===== src/rtl/water_row_sequencer.sv =====
// water_row_sequencer: once per frame, streams the rows of the current water
// animation phase from the bitmap ROM to the row writer over valid/ready.
// It also steps the animation phase every PHASE_FRAMES frames.
module water_row_sequencer #(
   parameter int PHASE_FRAMES = 8,
   parameter int NUM_PHASES   = 3,
   parameter int NUM_ROWS     = 5,
   parameter int ROW_W        = 590
) (
   input  logic             clk,
   input  logic             rst_n,
   input  logic             run,
   input  logic             vsync,
   output logic             rom_en,
   output logic [5:0]       rom_addr,
   input  logic [ROW_W-1:0] rom_bitmap,
   output logic [ROW_W-1:0] out_row,
   output logic [2:0]       out_row_idx,
   output logic [1:0]       out_phase,
   output logic             out_valid,
   input  logic             out_ready,
   output logic             busy,
   output logic             done,
   output logic             overrun
);

   // Width of the frame counter; kept at least 1 bit so PHASE_FRAMES = 1 works
   localparam int FW = (PHASE_FRAMES > 1) ? $clog2(PHASE_FRAMES) : 1;
   localparam logic [FW-1:0] FRAME_LAST = FW'(PHASE_FRAMES - 1);
   localparam logic [1:0]    PHASE_LAST = 2'(NUM_PHASES - 1);
   localparam logic [2:0]    ROW_LAST   = 3'(NUM_ROWS - 1);

   typedef enum logic [1:0] {
      IDLE,
      ADDR,
      WAIT,
      HOLD
   } state_t;

   state_t          state;
   logic [1:0]      phase;
   logic [1:0]      phase_lat;
   logic [FW-1:0]   frame_cnt;
   logic [2:0]      row;
   logic            frame_tick;

   // A frame only counts while the sequencer is running
   assign frame_tick = run & vsync;

   // Frame counter and animation phase, stepped on every counted vsync whether or not a burst is in flight
   always_ff @(posedge clk or negedge rst_n) begin
      if (!rst_n) begin
         frame_cnt <= '0;
         phase     <= '0;
      end else if (frame_tick) begin
         if (frame_cnt == FRAME_LAST) begin
            frame_cnt <= '0;
            phase     <= (phase == PHASE_LAST) ? 2'd0 : phase + 2'd1;
         end else begin
            frame_cnt <= frame_cnt + 1'b1;
         end
      end
   end

   // Burst FSM: address the ROM, wait out its registered read, then hold the row until the writer takes it
   always_ff @(posedge clk or negedge rst_n) begin
      if (!rst_n) begin
         state       <= IDLE;
         phase_lat   <= '0;
         row         <= '0;
         rom_en      <= 1'b0;
         rom_addr    <= '0;
         out_row     <= '0;
         out_row_idx <= '0;
         out_phase   <= '0;
         out_valid   <= 1'b0;
         busy        <= 1'b0;
         done        <= 1'b0;
         overrun     <= 1'b0;
      end else begin
         done    <= 1'b0;
         overrun <= frame_tick && (state != IDLE);
         case (state)
            IDLE: begin
               if (frame_tick) begin
                  state     <= ADDR;
                  phase_lat <= phase;
                  row       <= 3'd0;
                  busy      <= 1'b1;
                  rom_en    <= 1'b1;
                  rom_addr  <= {1'b0, phase, 3'd0};
               end
            end
            ADDR: begin
               state <= WAIT;
            end
            WAIT: begin
               out_row     <= rom_bitmap;
               out_row_idx <= row;
               out_phase   <= phase_lat;
               out_valid   <= 1'b1;
               rom_en      <= 1'b0;
               rom_addr    <= '0;
               state       <= HOLD;
            end
            HOLD: begin
               if (out_ready) begin
                  out_valid <= 1'b0;
                  if (row == ROW_LAST) begin
                     state <= IDLE;
                     busy  <= 1'b0;
                     done  <= 1'b1;
                  end else begin
                     row      <= row + 3'd1;
                     state    <= ADDR;
                     rom_en   <= 1'b1;
                     rom_addr <= {1'b0, phase_lat, row + 3'd1};
                  end
               end
            end
            default: begin
               state <= IDLE;
            end
         endcase
      end
   end

endmodule

===== config.mk =====
export PLATFORM = sky130hd
export DESIGN_NAME = water_row_sequencer
export DESIGN_NICKNAME = d
export VERILOG_FILES = /design/src/rtl/water_row_sequencer.sv
export SDC_FILE = /design/constraint.sdc
export NUM_CORES = 1
export LEC_CHECK = 0
export CAP_MARGIN = 15
export CORE_AREA = 3 3 467 469
export CTS_CLUSTER_DIAMETER = 150
export CTS_CLUSTER_SIZE = 25
export DETAILED_ROUTE_END_ITERATION = 8
export DIE_AREA = 0 0 470 472
export PLACE_DENSITY = 0.34
export RECOVER_POWER = 100
export SLEW_MARGIN = 20
export SYNTH_ARGS = -nofsm -noshare
export SYNTH_HDL_FRONTEND = slang
export SYNTH_SLANG_ARGS = --single-unit

===== constraint.sdc =====
create_clock -name clk -period 2.3 [get_ports clk]
set_input_delay 0.46 -clock clk [delete_from_list [all_inputs] [get_ports clk]]
set_output_delay 0.46 -clock clk [all_outputs]
set_load 0.05 [all_outputs]

==> key figures <==
Run status
  • Status: finished, violations left
  • Failing checks: max-capacitance violations, max-slew violations

STA
  • RSZ-0062 raised after global routing: no
  • Measured slew at the worst slew-check pin: 1.802 ns
  • Final Cycle Share: 95.01%
  • Min cycle time layout: 2.185 ns
  • Final Hold Viols: 0
  • Setup violations, final: 0
  • Highest Clock Rate: 0.4576 GHz
  • Setup TNS: 0 ns
  • Slew Limit Fails: 27
  • Max_slew headroom: -20.10%
  • WHS: 0.3631 ns
  • Clock Skews: 0.02453 ns

Worst setup path
  • Critical path peak fanout: 2
  • Crit-path cells: dlygate4sd2_1
  • Buf/Inv on CP: 1
  • CP Class: flip-flop to output pin
  • CP endpoint kind: output pin
  • CP max stage cell: dlygate4sd2_1
  • Critical Path Max Stage Delay: 0.61 ns
  • Worst path top cell family by delay: buffers and inverters
  • Worst Path Required: 1.84 ns
  • Critical path launch point type: flip-flop
  • Arrival @ worst endpoint: 1.73 ns

Global route
  • Vias in the first global route: 18.31k
  • Met2 GRT Util: 17.51%
  • GRT Total Usage: 10.44%
  • Total gr overflow: 0
  • Met1 GRT Util: 12.34%
  • Largest net degree at the start of global routing: 66
  • Met3 Use GR: 4.975%
  • Busiest grt layer: met2
  • First-pass GRT wire length: 164,000 µm
  • Initial antenna violation count: 32

Yosys
  • Post-Synth XOR/XNOR Area: 0%
  • Compound-Gate Fraction of Synth Area: 0.9493%
  • Adder-Cell Fraction of Synth Area: 0.4827%
  • Yosys reg bits: 617
  • Synth Area in Simple Gates: 0.9171%
  • Mux share of post-synthesis cell area: 29.15%
  • Post-synth EDFFs: 0
  • Synth Flop Type: dfrtp_1
  • Most common cell in the synthesized netlist: dfrtp_1
  • Leading area contributor after synthesis: dfrtp_1
  • YS warnings: 0
  • Ys async rst share: 100.0%
  • Top cell type's share of synthesized area: 66.18%
  • Netlist cell types: 38
  • Syn nets: 1,979
  • Largest family of logic cells by synthesized area: multiplexers
  • Sequential-to-total area share from yosys stat: 66.18%
  • Avg Cell Area, Syn: 16.97 µm²
  • Post-Syn Area: 23,330 µm²
  • Synth Instances: 1,375
  • Ranking of synthesized cells by area: dfrtp_1 (66%), mux2_2 (29%), buf_6 (1.1%), buf_2 (1.0%), ha_1 (0.48%)
  • Most instantiated cells after synthesis: dfrtp_1 (617), mux2_2 (603), buf_2 (48)

Clock tree
  • Clock latency on the worst-skew pair: 0.70 ns
  • H-tree depth: 1
  • Longest Clk Path Bufs: 3
  • Reg clk slew, reported paths: 0.11 ns
  • CTS tree: done
  • Number of setup buffers added after CTS: 0
  • Clock Sinks: 617
  • Num CTS Buffers: 31
  • CTS root buf: clkbuf_16

Floorplan
  • Io pins: 1,201
  • Initial Util: 10.88%
  • Core Region: 214,400 µm²
  • Core Rows: 170
  • Die width: 470 µm
  • Die height: 472 µm
  • Die area: 221,800 µm²

Final layout
  • Final cell count without fillers: 5,458
  • Layout cell share with drive strength beyond 1: 32.19%
  • Design area: 38,690 µm²
  • Nets: 3,202
  • Syn-to-layout area delta: 65.86%
  • Fill cells: 23.69k

Pwr
  • Power density over the cells: 1779 nW/µm²
  • Leak Pwr: 0.01592 µW
  • Clock share of power: 10.1%
  • Switching pwr: 36,830 µW
  • Combinational power share: 61.2%
  • Sw Ratio: 53.50%
  • Peak supply drop: 0.8244 mV
  • P_int: 32,010 µW
  • Sequential share of power: 28.7%

Placed design
  • Inst Count DP: 5,402
  • # port buffers: 1,199
  • Gp weighted congestion: 0.7755
  • Placed instance area: 38,820 µm²
  • Post-detail-place hpwl: 98,890 µm

Detailed routing
  • Drt via density: 3.045
  • Via count: 16.62k
  • Post-Route WL: 120,000 µm
  • Antenna Nets Post-Route: 0
  • Routed length per instance: 21.99 µm
  • Remaining DRCs: 0
  • Starting DRT DRC Count: 497
  • Drt first pass iters: 4

Job
  • Max-Cap Viols: 1

Worst hold path
  • Hold Path Class: input port to flip-flop
-- cell type report --
class / count / area, µm² / area share (%)
clock buffer: 33 / 793.3 / 2.050
timing repair buffer: 1263 / 11360 / 29.36
inverter: 7 / 26.28 / 0.06791
sequential: 617 / 15440 / 39.90
clock inverter: 8 / 156.4 / 0.4042
tap: 2838 / 3551 / 9.177
multi-input combinational: 678 / 7331 / 18.95
antenna: 14 / 35.03 / 0.09054
-- power by group through the flow --
stage                     logic [µW]  clock network [µW]  registers (µW)
after global routing           44000                7830           20700
after detailed placement       46900                   0           20300
after floorplan                10400                   0           38400
final                          42100                6960           19800
after CTS                      44000                7500           20000
after global placement         47000                   0           20200
-- timing repair --
action,in CTS,in global routing
resized for setup,489,0
endpoints found under the hold margin,6,0
setup endpoints to repair,479,0
hold buffers,1,0
-- cells by family (layout without fill, tap and decap cells) --
| kind of cell | Yosys count | after routing |
|---|---|---|
| buffers and inverters | 80 | 1311 |
| muxes | 604 | 604 |
| and+or+nand+nor | 37 | 37 |
| DFF | 617 | 617 |
| other | 1 | 15 |
| AOI/OAI and AO/OA | 27 | 27 |
| adders and majority gates | 9 | 9 |
-- sequential cells by signal (all words and copies together) (netlist names), 2 cells and up --
register	count
frame_cnt	3
out_phase	2
out_row	590
out_row_idx	3
phase	2
phase_lat	2
rom_addr	5
row	3
state	2
-- worst register-to-register path, cell delays in order (launching register included) --
cell	delay [ns]
dfrtp_1	0.43
inv_1	0.11
ha_1	0.27
buf_12	0.20
buf_12	0.24
buf_4	0.37
mux2_2	0.39
-- routing by layer --
metal,part of all wire [%],up-vias
met5,0.16,-
met4,1.3,30
met3,11,89
met2,48,777
met1,40,8400
li1,-,7324
-- layout by cell type, fill, tap and decap left out, types with 2 or more instances in the layout --
master           count
nor2_1               7
inv_1                7
dlygate4sd2_1      474
clkdlybuf4s50_1    593
dfrtp_1            617
clkbuf_4             7
nand2b_1             2
clkdlybuf4s15_2      4
o31a_1               2
clkbuf_2           150
diode_2             14
a31oi_1              2
and2_2               2
nor2b_1              2
a22o_1               2
bufinv_16            2
nand2_1              7
buf_12              13
a311o_1              2
clkbuf_16           31
nor3_1               5
a21o_1               2
nand3_1              4
buf_4                8
buf_6                5
o41ai_1              2
a21boi_0             2
ha_1                 9
inv_16               2
mux2_2             603
nor4_1               2
o21ai_0              6
inv_6                2
clkbuf_1             7
-- path summary, 6_finish.rpt --
check                                 from            to  slack (ns)  cells past startpoint
setup / recovery                out_row[1]    out_row[1]        0.11                      1
hold / removal             rom_bitmap[497]  out_row[497]        0.36                      2
setup reg to reg                  state[0]   out_row[83]        0.17                      6
hold reg to reg               frame_cnt[1]  frame_cnt[1]        0.50                      2
max in group asynchronous            rst_n  out_row[241]        0.20                      3
min in group asynchronous            rst_n  out_row[140]        0.90                      2
-- through the flow --
stage | utilization [%] | worst slack, ns | power, µW
after floorplan | - | 0.5637 | 48780
after global placement | 18.11 | 0.2054 | 67230
after detailed placement | 18.11 | 0.2076 | 67260
after CTS | 18.28 | 0.004457 | 71510
after global routing | 18.03 | 0.0007541 | 72540
final | 18.05 | 0.1148 | 68840
Note: power is estimated with default switching activity, not from simulation.
